[src/rtl/spi_arbiter.sv]
// Round-robin arbiter that lets two requesters share one SPI byte master.
// It owns the grant, counts bytes in each direction and pulses per-requester handshakes.
module spi_arbiter (
    input  logic       clk,
    input  logic       rst_n,
    input  logic       req0,
    input  logic       req1,
    input  logic [3:0] len0,
    input  logic [3:0] len1,
    input  logic [7:0] tx_data0,
    input  logic [7:0] tx_data1,
    output logic       gnt0,
    output logic       gnt1,
    output logic       tx_next0,
    output logic       tx_next1,
    output logic [7:0] rx_data,
    output logic       rx_valid0,
    output logic       rx_valid1,
    output logic       done0,
    output logic       done1,
    output logic       m_en,
    output logic [7:0] m_tx_byte,
    input  logic       m_tx_ready,
    input  logic       m_rx_ready,
    input  logic [7:0] m_rx_byte
);

    typedef enum logic [1:0] {IDLE, RUN, DRAIN, GAP} state_t;

    state_t     state_q, state_d;
    logic       owner_q, owner_d;
    logic       last_q, last_d;
    logic [3:0] len_q, len_d;
    logic [3:0] sent_cnt_q, sent_cnt_d;
    logic [3:0] rx_cnt_q, rx_cnt_d;
    logic [7:0] rx_data_q, rx_data_d;
    logic [1:0] tx_next_q, tx_next_d;
    logic [1:0] rx_valid_q, rx_valid_d;
    logic [1:0] done_q, done_d;

    logic       active;
    logic       any_req;
    logic       win1;
    logic       tx_last;
    logic       rx_last;
    logic [3:0] win_len;

    assign active  = (state_q == RUN) || (state_q == DRAIN);
    assign any_req = req0 || req1;
    // On a tie the requester that was not granted last wins.
    assign win1    = req1 && (!req0 || !last_q);
    assign win_len = win1 ? len1 : len0;
    assign tx_last = (sent_cnt_q + 4'd1) == len_q;
    assign rx_last = (rx_cnt_q + 4'd1) == len_q;

    always_ff @(posedge clk or negedge rst_n) begin
        if (!rst_n) begin
            state_q    <= IDLE;
            owner_q    <= 1'b0;
            last_q     <= 1'b1;
            len_q      <= 4'd0;
            sent_cnt_q <= 4'd0;
            rx_cnt_q   <= 4'd0;
            rx_data_q  <= 8'h00;
            tx_next_q  <= 2'b00;
            rx_valid_q <= 2'b00;
            done_q     <= 2'b00;
        end else begin
            state_q    <= state_d;
            owner_q    <= owner_d;
            last_q     <= last_d;
            len_q      <= len_d;
            sent_cnt_q <= sent_cnt_d;
            rx_cnt_q   <= rx_cnt_d;
            rx_data_q  <= rx_data_d;
            tx_next_q  <= tx_next_d;
            rx_valid_q <= rx_valid_d;
            done_q     <= done_d;
        end
    end

    always_comb begin
        state_d = state_q;
        case (state_q)
            IDLE:    if (any_req) state_d = RUN;
            RUN:     if (m_tx_ready && tx_last) state_d = DRAIN;
            DRAIN:   if (m_rx_ready && rx_last) state_d = GAP;
            GAP:     state_d = IDLE;
            default: state_d = IDLE;
        endcase
    end

    always_comb begin
        owner_d    = owner_q;
        last_d     = last_q;
        len_d      = len_q;
        sent_cnt_d = sent_cnt_q;
        rx_cnt_d   = rx_cnt_q;
        rx_data_d  = rx_data_q;
        tx_next_d  = 2'b00;
        rx_valid_d = 2'b00;
        done_d     = 2'b00;

        // A zero length is served as a single byte.
        if (state_q == IDLE && any_req) begin
            owner_d    = win1;
            last_d     = win1;
            len_d      = (win_len == 4'd0) ? 4'd1 : win_len;
            sent_cnt_d = 4'd0;
            rx_cnt_d   = 4'd0;
        end

        if (state_q == RUN && m_tx_ready) begin
            sent_cnt_d = sent_cnt_q + 4'd1;
            if (!tx_last) tx_next_d[owner_q] = 1'b1;
        end

        if (active && m_rx_ready) begin
            rx_data_d           = m_rx_byte;
            rx_cnt_d            = rx_cnt_q + 4'd1;
            rx_valid_d[owner_q] = 1'b1;
            if (state_q == DRAIN && rx_last) done_d[owner_q] = 1'b1;
        end
    end

    assign gnt0      = active && !owner_q;
    assign gnt1      = active && owner_q;
    assign m_en      = (state_q == RUN);
    assign m_tx_byte = gnt0 ? tx_data0 : (gnt1 ? tx_data1 : 8'h00);
    assign tx_next0  = tx_next_q[0];
    assign tx_next1  = tx_next_q[1];
    assign rx_valid0 = rx_valid_q[0];
    assign rx_valid1 = rx_valid_q[1];
    assign done0     = done_q[0];
    assign done1     = done_q[1];
    assign rx_data   = rx_data_q;

endmodule

[config.mk]
export PLATFORM = sky130hd
export DESIGN_NAME = spi_arbiter
export DESIGN_NICKNAME = d
export VERILOG_FILES = /design/src/rtl/spi_arbiter.sv
export SDC_FILE = /design/constraint.sdc
export NUM_CORES = 1
export LEC_CHECK = 0
export ABC_AREA = 1
export CAP_MARGIN = 15
export CORE_MARGIN = 4
export CORE_UTILIZATION = 39
export DETAILED_ROUTE_END_ITERATION = 8
export PLACE_DENSITY_LB_ADDON = 0.15
export SLEW_MARGIN = 20
export SYNTH_ARGS = -nofsm -noshare
export SYNTH_HDL_FRONTEND = slang
export SYNTH_SLANG_ARGS = --single-unit
[constraint.sdc]
create_clock -name clk -period 1.5 [get_ports clk]
set_input_delay 0.3 -clock clk [delete_from_list [all_inputs] [get_ports clk]]
set_output_delay 0.3 -clock clk [all_outputs]
set_load 0.01 [all_outputs]
==> key figures, run 1 <==
Route
  • Routed vias/inst: 4.78
  • Vias: around 1,700
  • TritonRoute pass-1 iters: 4
  • Drt drc: 0
  • Drt wl/cell: between 10 and 15 µm
  • Routed WL: about 4700 µm
  • DRT iter0 DRCs: 95
  • Antenna Violating Nets Remaining: 0

Layout
  • Fraction of layout cells with a size suffix above 1: between 20% and 30%
  • Ant. Diodes: 0
  • NumNets Final: 339
  • Final core occ: 71.2%
  • Synth-to-Final Area Change: 71.3%
  • Most common cell after layout, fill and taps aside: nand2_1
  • Fin cells: around 350
  • Most frequent cells in the layout: nand2_1, clkdlybuf4s50_1, dfrtp_1, buf_4

Power
  • Power per cell area: roughly 2100 mW/mm²
  • Clk pwr share: about 12%
  • Switching power: approximately 2300 µW
  • Logic pwr share: a little over three fifths
  • Seq pwr share: between 20% and 30%
  • Pwr Total: about 5500 µW
  • Sw frac: about 40%
  • VDD IR-drop max: between 0.001 and 0.0015 V
  • LEAKAGE: roughly 0.0014 µW
  • Cell Int Power: around 3300 µW

Clocking
  • Worst-path clk slew: about 0.060 ns
  • CTS Buffer Depth: 2
  • CTS sink cnt: 30
  • H-Tree Depth: 2
  • Clk root buf: clkbuf_8
  • CTS tree: done
  • Worst-Skew Late Latency: about 0.28 ns
  • Inserted Clock Buffers: 5

Global routing
  • Final global-route overflow total: 0
  • Largest net degree at the start of global routing: 31
  • Vias in the first global route: between 1,500 and 2,000
  • First-pass GRT wire length: about 7600 µm
  • GRT Total Usage: a little under a fifth
  • Initial antenna violation count: 0

Timing
  • Fmax: about 0.53 GHz
  • Final period utilization: 126%
  • RSZ-0062 raised after global routing: true
  • Rel. slew slack: 84.5%
  • Count of final setup violators: 15
  • Clock Skew: around 0.0047 ns
  • Worst Tran Pin Value: around 0.23 ns
  • Total negative slack: -3.39 ns
  • Final worst slack: -0.389 ns
  • Min cycle time layout: around 1.9 ns
  • Final hold viol count: 0
  • Max-slew violation count: 0

Setup path
  • Crit start category: register
  • WS Path Type: register to primary output
  • R2R Path End: state_q[1]$_DFFE_PN0P_
  • Crit end category: primary output
  • Critical path data required time: 1.20 ns
  • CP Max Fanout: 5
  • R2r worst-path depth: 9
  • Reg2Reg Launch Point: rx_cnt_q[1]$_DFFE_PN0P_
  • Critical Path AT: approximately 1.6 ns
  • WP buf/inv: 4
  • Critical path, cell by cell: inv_2, ha_4, nand2_4, clkinv_4, buf_4, a22o_1, buf_2
  • CP max stage delay: roughly 0.39 ns
  • Cell family with most CP delay: buffers and inverters
  • R2r setup slk: -0.05 ns
  • Slowest cell on the critical path: dfrtp_1

Synth
  • Yosys Warn Count: 0
  • Seq/Total Area, Yosys: about half
  • Post-Syn Nets: 241
  • Mapped cell area: around 0.0016 mm²
  • Mapped Cells: between 150 and 200
  • Distinct cells, synth: 23
  • Mapped Avg Cell Area: just under 8 µm²
  • Yosys reg bits: 30

Status
  • Failing checks: setup timing
  • Outcome: finished, violations left

Place
  • Detailed-placement wirelength estimate: 3400 µm
  • Dpl cells: 329
  • Pre-CTS setup slack: -0.452 ns
  • I/O Buffers: between 60 and 70
  • GP Congestion: around 0.83

Floorplanning
  • Die area: around 0.0051 mm²
  • # IOs: 63
  • Die Y: between 70 and 80 µm
  • Initial Util: between 40 and 50%
  • Core area: between 0.003 and 0.004 mm²
  • Row cnt: 22
  • Die X: slightly above 70 µm

Run
  • Maxcap violations: 0

Hold path
  • Worst hold path class: primary input to async pin
## cell usage after synthesis, drive strengths merged
master	number	area share, %
nand3	17	5.8
o21ai	10	3.2
a31oi	1	0.40
clkbuf	2	0.48
nor3	2	0.64
xor2	1	0.56
inv	19	4.6
a22o	8	4.5
a21oi	2	0.64
xnor2	2	1.1
dfrtp	29	46
nand4	5	2.0
nor2	10	2.7
or2	3	1.2
clkinv	3	0.72
a21boi	1	0.48
ha	5	4.0
o22ai	2	0.80
dfstp	1	1.7
nand2	75	18
## power by group through the flow
stage / clock network (µW) / registers, µW / logic (µW)
global route: 737 / 1410 / 3820
detailed placement: 0 / 1350 / 3010
floorplan: 0 / 1410 / 1440
CTS: 691 / 1370 / 3270
global placement: 0 / 1340 / 2950
finish: 671 / 1380 / 3490
## worst max path at each step
stage                                start            to  slack, ns  cells after the start
floorplan           state_q[0]$_DFFE_PN0P_  m_tx_byte[0]      0.006                      5
global placement    state_q[0]$_DFFE_PN0P_  m_tx_byte[1]      -0.39                      6
detailed placement  state_q[1]$_DFFE_PN0P_  m_tx_byte[2]      -0.45                      6
CTS                 state_q[1]$_DFFE_PN0P_  m_tx_byte[0]      -0.35                      7
global route        state_q[1]$_DFFE_PN0P_  m_tx_byte[3]      -0.44                      7
finish              state_q[1]$_DFFE_PN0P_  m_tx_byte[3]      -0.39                      7
## registers in the layout (all words and copies together), names as in the netlist, 2 cells and up
| signal | count |
|---|---|
| done_q | 2 |
| rx_cnt_q | 4 |
| len_q | 4 |
| rx_data | 8 |
| sent_cnt_q | 4 |
| state_q | 2 |
| rx_valid_q | 2 |
| tx_next_q | 2 |
## final cells by class
type                    instances  area [µm²]
clock buffers                   7        86.3
clock inverters                 1        5.00
fillers                       293        1090
inverters                      22        95.1
multi-input cells             144         831
flip-flops and latches         30         752
well taps                      48        60.1
repair buffers                 92         850
repair inverters                1        5.00
## stage by stage
stage                     hold slack (ns)  area, µm²
final                               0.367       2680
after global placement              0.453       2430
after CTS                           0.371       2600
after floorplan                   0.00441       1570
after global routing                0.369       2680
after detailed placement            0.464       2430
## routing by layer
metal  up-vias  wire (µm)  track usage, %
met3         8        257            6.59
met1       764       2060            24.2
met2        38       2300            28.4
li1        840          -               -
met4         0         91            9.39
met5         -          0               0
## worst register-to-register path, delay by kind of cell (launching register included)
kind                       cells  cell delay, ns
xor gates and xnor gates       1            0.10
and+or+nand+nor                7            0.62
adders and majority gates      1            0.30
DFF                            1            0.42
## repair_timing
item,in CTS,in global routing
gates cloned,1,0
setup endpoints to repair,26,29
setup buffers,6,3
hold buffers,0,0
resized for setup,65,27
pin swaps,11,7
## logic make-up (layout without fill, tap and decap cells)
group | Yosys count | count (layout) | synth area share [%]
DFF | 30 | 30 | 48.0
and+or+nand+nor | 112 | 112 | 30.6
buffers and inverters | 24 | 123 | 5.75
adders and majority gates | 5 | 5 | 3.99
AOI/OAI and AO/OA | 24 | 24 | 9.98
xor gates and xnor gates | 3 | 3 | 1.68
No activity file was read; power rests on OpenSTA's default activity.
==> run 2, diff against run 1 <==
GPL_ROUTABILITY_DRIVEN = 0   (was default)
SLEW_MARGIN = default   (was 20)
==> results of run 2 <==
Final layout, timing and power as in run 1 (identical DEF).
